==> config.mk <==
export PLATFORM = sky130hd
export DESIGN_NAME = fitbit_display
export DESIGN_NICKNAME = d
export VERILOG_FILES = /design/src/rtl/fitbit_display.sv
export SDC_FILE = /design/constraint.sdc
export NUM_CORES = 1
export LEC_CHECK = 0
export BUFFER_PORTS_ARGS = -buffer_cell sky130_fd_sc_hd__buf_2
export CAP_MARGIN = 15
export CORE_MARGIN = 1.5
export CORE_UTILIZATION = 53
export DETAILED_ROUTE_END_ITERATION = 8
export HOLD_SLACK_MARGIN = 0.1
export PLACE_DENSITY = 0.74
export SLEW_MARGIN = 0
export SYNTH_ARGS = -nofsm -noshare
export SYNTH_HDL_FRONTEND = slang
export SYNTH_SLANG_ARGS = --single-unit
==> constraint.sdc <==
create_clock -name clk -period 2.5 [get_ports clk]
set_input_delay 0.125 -clock clk [delete_from_list [all_inputs] [get_ports clk]]
set_output_delay 0.125 -clock clk [all_outputs]
set_load 0.03 [all_outputs]
==> src/rtl/fitbit_display.sv <==
// fitbit_display: seven-segment front end for the fitbit metrics.
//
// Shows one of four 16-bit metrics at a time, rotating every ROTATE_CYCLES clocks
// unless hold is set. The shown metric is saturated at 9999, converted to BCD by a
// sequential double-dabble and scanned across four active-low common-anode digits.
//
// Ports:
//   clk          system clock
//   reset        asynchronous active-low reset
//   step_count   total steps (binary)
//   distance     distance in tenths of a mile (binary)
//   fast_secs    seconds over 32 steps/s
//   active_secs  high-activity seconds
//   hold         1 = freeze metric rotation
//   sel          index of the metric shown (0..3)
//   an           digit anodes, active-low one-hot, an[0] = rightmost digit
//   seg          {g,f,e,d,c,b,a}, active-low
//   dp           decimal point, active-low (lit on digit 1 while distance is shown)
//   SI           sticky step-overflow indicator
//
// Optional build macro: LEADING_ZERO_BLANK_EN blanks leading zero digits (digit 0 is
// never blanked; digit 1 is never blanked while distance is shown).

module fitbit_display #(
    parameter int unsigned ROTATE_CYCLES  = 200000000,
    parameter int unsigned REFRESH_CYCLES = 100000
) (
    input  logic        clk,
    input  logic        reset,
    input  logic [15:0] step_count,
    input  logic [15:0] distance,
    input  logic [15:0] fast_secs,
    input  logic [15:0] active_secs,
    input  logic        hold,
    output logic [1:0]  sel,
    output logic [3:0]  an,
    output logic [6:0]  seg,
    output logic        dp,
    output logic        SI
);

    localparam int unsigned RotW = (ROTATE_CYCLES > 1) ? $clog2(ROTATE_CYCLES) : 1;
    localparam int unsigned RefW = (REFRESH_CYCLES > 1) ? $clog2(REFRESH_CYCLES) : 1;
    localparam logic [15:0] MaxVal = 16'd9999;

    typedef enum logic [1:0] {StIdle, StLoad, StShift, StCommit} convState_e;

    logic [RotW-1:0] rotCnt;
    logic [RefW-1:0] scanCnt;
    logic [1:0]      scanIdx;
    convState_e      convState, convNext;
    logic [31:0]     shiftReg;     // {bcd[15:0], binary[15:0]}
    logic [31:0]     dabbled;
    logic [3:0]      shiftCnt;
    logic [1:0]      loadSel;      // metric index captured by the running conversion
    logic [15:0]     dispBcd;
    logic [15:0]     metric, metricSat;
    logic [3:0]      digit;
    logic [6:0]      segNext;
    logic [3:0]      anNext;

    // Metric rotation
    always_ff @(posedge clk or negedge reset) begin
        if (!reset) begin
            rotCnt <= '0;
            sel    <= 2'd0;
        end else if (!hold) begin
            if (rotCnt == RotW'(ROTATE_CYCLES - 1)) begin
                rotCnt <= '0;
                sel    <= sel + 2'd1;
            end else begin
                rotCnt <= rotCnt + RotW'(1);
            end
        end
    end

    always_comb begin
        metric = step_count;
        case (sel)
            2'd0:    metric = step_count;
            2'd1:    metric = distance;
            2'd2:    metric = fast_secs;
            default: metric = active_secs;
        endcase
        metricSat = (metric > MaxVal) ? MaxVal : metric;
    end

    // One double-dabble correction: add 3 to every BCD nibble >= 5 before the shift
    always_comb begin
        dabbled = shiftReg;
        for (int i = 0; i < 4; i++) begin
            if (dabbled[16+4*i +: 4] >= 4'd5) begin
                dabbled[16+4*i +: 4] = dabbled[16+4*i +: 4] + 4'd3;
            end
        end
    end

    // Converter FSM
    always_ff @(posedge clk or negedge reset) begin
        if (!reset) begin
            convState <= StIdle;
        end else begin
            convState <= convNext;
        end
    end

    always_comb begin
        convNext = convState;
        case (convState)
            StIdle:   convNext = StLoad;
            StLoad:   convNext = StShift;
            StShift: begin
                // A rotation mid-conversion restarts on the new metric
                if (sel != loadSel) begin
                    convNext = StLoad;
                end else if (shiftCnt == 4'd15) begin
                    convNext = StCommit;
                end
            end
            StCommit: convNext = StLoad;
            default:  convNext = StIdle;
        endcase
    end

    always_ff @(posedge clk or negedge reset) begin
        if (!reset) begin
            shiftReg <= '0;
            shiftCnt <= '0;
            loadSel  <= 2'd0;
            dispBcd  <= '0;
        end else begin
            case (convState)
                StLoad: begin
                    shiftReg <= {16'd0, metricSat};
                    shiftCnt <= '0;
                    loadSel  <= sel;
                end
                StShift: begin
                    shiftReg <= {dabbled[30:0], 1'b0};
                    shiftCnt <= shiftCnt + 4'd1;
                end
                StCommit: dispBcd <= shiftReg[31:16];
                default: ;
            endcase
        end
    end

    // Digit scan
    always_ff @(posedge clk or negedge reset) begin
        if (!reset) begin
            scanCnt <= '0;
            scanIdx <= 2'd0;
        end else if (scanCnt == RefW'(REFRESH_CYCLES - 1)) begin
            scanCnt <= '0;
            scanIdx <= scanIdx + 2'd1;
        end else begin
            scanCnt <= scanCnt + RefW'(1);
        end
    end

    always_comb begin
        digit = dispBcd[3:0];
        case (scanIdx)
            2'd0:    digit = dispBcd[3:0];
            2'd1:    digit = dispBcd[7:4];
            2'd2:    digit = dispBcd[11:8];
            default: digit = dispBcd[15:12];
        endcase
        segNext = 7'h7F;
        case (digit)
            4'd0:    segNext = 7'h40;
            4'd1:    segNext = 7'h79;
            4'd2:    segNext = 7'h24;
            4'd3:    segNext = 7'h30;
            4'd4:    segNext = 7'h19;
            4'd5:    segNext = 7'h12;
            4'd6:    segNext = 7'h02;
            4'd7:    segNext = 7'h78;
            4'd8:    segNext = 7'h00;
            4'd9:    segNext = 7'h10;
            default: segNext = 7'h7F;
        endcase
    end

`ifdef LEADING_ZERO_BLANK_EN
    logic [3:0] leadZero;  // leadZero[k]: nibbles k..3 are all zero

    always_comb begin
        leadZero[3] = (dispBcd[15:12] == 4'd0);
        leadZero[2] = leadZero[3] && (dispBcd[11:8] == 4'd0);
        leadZero[1] = leadZero[2] && (dispBcd[7:4] == 4'd0);
        leadZero[0] = 1'b0;
        anNext = ~(4'b0001 << scanIdx);
        if (leadZero[scanIdx] && !(sel == 2'd1 && scanIdx == 2'd1)) begin
            anNext = 4'b1111;
        end
    end
`else
    always_comb begin
        anNext = ~(4'b0001 << scanIdx);
    end
`endif

    always_ff @(posedge clk or negedge reset) begin
        if (!reset) begin
            an  <= 4'b1111;
            seg <= 7'h7F;
            dp  <= 1'b1;
            SI  <= 1'b0;
        end else begin
            an  <= anNext;
            seg <= segNext;
            dp  <= !(sel == 2'd1 && scanIdx == 2'd1);
            SI  <= SI | (step_count > MaxVal);
        end
    end

endmodule

==> results.py <==
metrics = {
    "placement": {
        "placed_area_um2": 6830,
        "place_hpwl_um": 9920,
        "portBuffers": 81,
        "place_congestion": 0.954,
        "dp_cells": 845,
        "pre_cts_ws_ns": 0.138,
    },
    "synth": {
        "yosys-top-cells-count": "dfrtp_1, nand2_1, nor2_1, a21oi_1, o21ai_0",
        "syn-instance-count": 631,
        "synthesis.area_um2": 6300,
        "yosysTopAreaCell": "dfrtp_1",
        "synth_area_leaders": "dfrtp_1, ha_1, dfstp_2",
        "ys_warn_count": 0,
        "ys_seq_area_share_pct": 47.1,
        "synth_edf_count": 0,
        "synth_top_area_share_pct": 42.1,
        "synth.distinct_cells": 60,
        "synth.most_common_cell": "dfrtp_1",
        "ys_ff_latch": 118,
        "syn_area_per_cell_um2": 9.98,
        "syn-num-nets": 726,
        "synthArstFlopShare_pct": 100,
        "synth_ff_type": "dfrtp_1",
    },
    "clock_network": {
        "path_clk_slew_ns": 0.05,
        "cts_root_buf": "clkbuf_16",
        "cts_made_buffers": 17,
        "post-cts-setup-buffer-count": 0,
        "cts_sinks": 118,
        "cts_max_level": 4,
        "clk_latency_ns": 0.41,
        "cts_tree": "done",
        "clk_path_buf_depth": 2,
    },
    "worst_setup_path": {
        "critical_path_peak_fanout": 9,
        "crit_type": "reg -> reg",
        "crit_path_start_kind": "flop",
        "worst_path_max_delay_cell": "dfrtp_1",
        "crit_required_ns": 2.80,
        "cpPeakStageDelay_ns": 0.44,
        "cp_data_arrival_time_ns": 2.65,
        "end_kind": "flop",
        "crit_family": "compound AO/OA/AOI/OAI gates",
        "crit_buf_inv": 2,
        "crit_chain": "inv_1 > ha_1 > buf_4 > a22oi_2 > a2bb2oi_2 > nand4_1 > o2111a_2 > a221o_1",
    },
    "route": {
        "vias_per_cell": 5.69,
        "drt-pass1-iter-count": 7,
        "via_count": 5034,
        "drt_iter0_drc": 352,
        "ant_nets": 0,
        "post_drt_wl_per_cell_um": 15.8,
        "drc": 2,
        "routed_wl_um": 14000,
    },
    "global_routing": {
        "grt_remaining_overflow": 0,
        "grt_pass1_vias": 5074,
        "antenna_found_initial": 0,
        "grt_max_degree": 56,
        "grt_pass1_wl_um": 23700,
        "grt_usage_pct": 23.7,
    },
    "pwr": {
        "finalPower_mw": 5.59,
        "comb_power_share_pct": 16.8,
        "sw_frac_of_total_pct": 27.5,
        "switchingPower_mw": 1.54,
        "vdd_drop_max_mv": 0.496,
        "clkPwrFrac_pct": 40.6,
        "leakage_nw": 3.45,
        "sequentialPowerShare_pct": 42.6,
        "p_per_area_nw_per_um2": 748,
        "p_int_mw": 4.05,
    },
    "finish": {
        "layoutNonFillerInstCount": 884,
        "finalNetCount": 823,
        "utilization_pct": 64.9,
        "diodes": 0,
        "final_layout_size_suffix_gt1_share_pct": 23.5,
        "syn_to_final_growth_pct": 18.6,
        "fin_area_um2": 7470,
    },
    "timing": {
        "worstMarginPinSlew_ns": 0.722,
        "hold_viol_final": 0,
        "post-route-min-period_ns": 2.35,
        "rsz0062_at_grt": "no",
        "timing.slew.headroom_pct": 51.9,
        "finClkSkew_ns": 0.00659,
        "whs_ns": 0.137,
        "tns_ns": 0,
        "finalMaxSlewViolations": 0,
        "setup_viol": 0,
        "max_freq_ghz": 0.425,
        "fin_ws_ns": 0.148,
        "fin_crit_sh_pct": 94.1,
    },
    "min_path": {
        "worstHoldPathType": "in -> reg",
    },
    "floorplan": {
        "die_x_um": 112,
        "coreArea_um2": 11500,
        "fp.dieH_um": 112,
        "die_area_um2": 12500,
        "start_util_pct": 54.7,
        "row_count": 39,
        "io_pins": 82,
    },
    "job": {
        "drv_cap": 0,
    },
    "run_status": {
        "violations": "DRC",
        "status": "finished, violations left",
    },
}
[layout make-up]
cell class | instances | area, um2
clock buffers | 22 | 484
clock inverters | 10 | 77.6
fillers | 930 | 4050
inverters | 32 | 120
multi-input cells | 454 | 3020
flip-flops and latches | 118 | 2970
well taps | 143 | 179
repair buffers | 105 | 618
[routing by layer]
layer / wire length (um) / track usage [%] / vias up
li1: - / - / 2416
met1: 6100 / 29.3 / 2459
met2: 6970 / 39.8 / 135
met3: 634 / 7.35 / 24
met4: 259 / 8.19 / 0
met5: 0 / 0 / -
[repair_timing]
| item | 4_1_cts | 5_1_grt |
|---|---|---|
| hold endpoints to repair | 61 | 0 |
| resized for setup | 0 | 1 |
| setup endpoints to repair | 0 | 3 |
| hold buffers | 7 | 0 |
[state kept, by name, indices dropped and copies added, names as in the netlist]
signal,cells
rotCnt,28
loadSel,2
dispBcd,16
shiftCnt,4
seg,7
scanIdx,2
an,4
SI,1
sel,2
convState,2
scanCnt,17
shiftReg,32
dp,1
[cell families (layout without fill, tap and decap cells)]
| logic type | Yosys count | in the layout | share of synthesized area (%) |
|---|---|---|---|
| mux | 25 | 25 | 4.37 |
| xor+xnor | 52 | 52 | 7.23 |
| simple gates | 212 | 212 | 16.5 |
| flops | 118 | 118 | 47.1 |
| compound gates | 137 | 137 | 14.3 |
| fa+ha+maj | 28 | 28 | 5.56 |
| buf+inv | 59 | 169 | 4.93 |
[final timing paths]
kind                                 from      endpoint  slack, ns  depth (start not counted)
setup / recovery                   sel[0]  shiftReg[11]       0.15                          8
hold / removal             active_secs[8]   shiftReg[8]       0.14                          4
setup reg to reg                   sel[0]  shiftReg[11]       0.15                          8
hold reg to reg              shiftReg[15]  shiftReg[15]       0.48                          2
max in group asynchronous           reset            dp       1.40                          3
min in group asynchronous           reset   shiftReg[5]       0.32                          2
[tightest hold or removal path: cells and delay by family]
kind / cells / cell delay (ns)
compound gates: 2 / 0.21
buf+inv: 2 / 0.16
[power by group through the flow]
stage	combinational, mW	clock [mW]	sequential (mW)
after floorplan	0.573	0	2.44
after detailed placement	0.927	0	2.41
final	0.939	2.27	2.38
after global placement	0.872	0	2.39
after CTS	0.945	2.32	2.38
after global routing	1.05	2.41	2.41
[placed cells by master (no fill, tap or decap), drive strengths merged, types with 2 or more instances in the layout]
cell / synthesis / final
a21boi: 2 / 2
a21oi: 42 / 42
a221o: 2 / 2
a221oi: 3 / 3
a222oi: 10 / 10
a22o: 2 / 2
a22oi: 10 / 10
a2bb2oi: 9 / 9
a31oi: 2 / 2
and2: 4 / 4
and3: 10 / 10
and4: 4 / 4
buf: 14 / 98
clkbuf: 13 / 22
clkinv: 1 / 9
dfrtp: 106 / 106
dfstp: 12 / 12
dlygate4sd3: 0 / 7
ha: 28 / 28
inv: 31 / 31
mux2: 20 / 20
mux2i: 5 / 5
nand2: 73 / 73
nand2b: 7 / 7
nand3: 19 / 19
nand4: 14 / 14
nand4b: 3 / 3
nor2: 54 / 54
nor2b: 3 / 3
nor3: 10 / 10
nor4: 5 / 5
o21ai: 42 / 42
o31ai: 7 / 7
or4b: 2 / 2
xnor2: 29 / 29
xor2: 23 / 23
No activity file was read; power rests on OpenSTA's default activity.
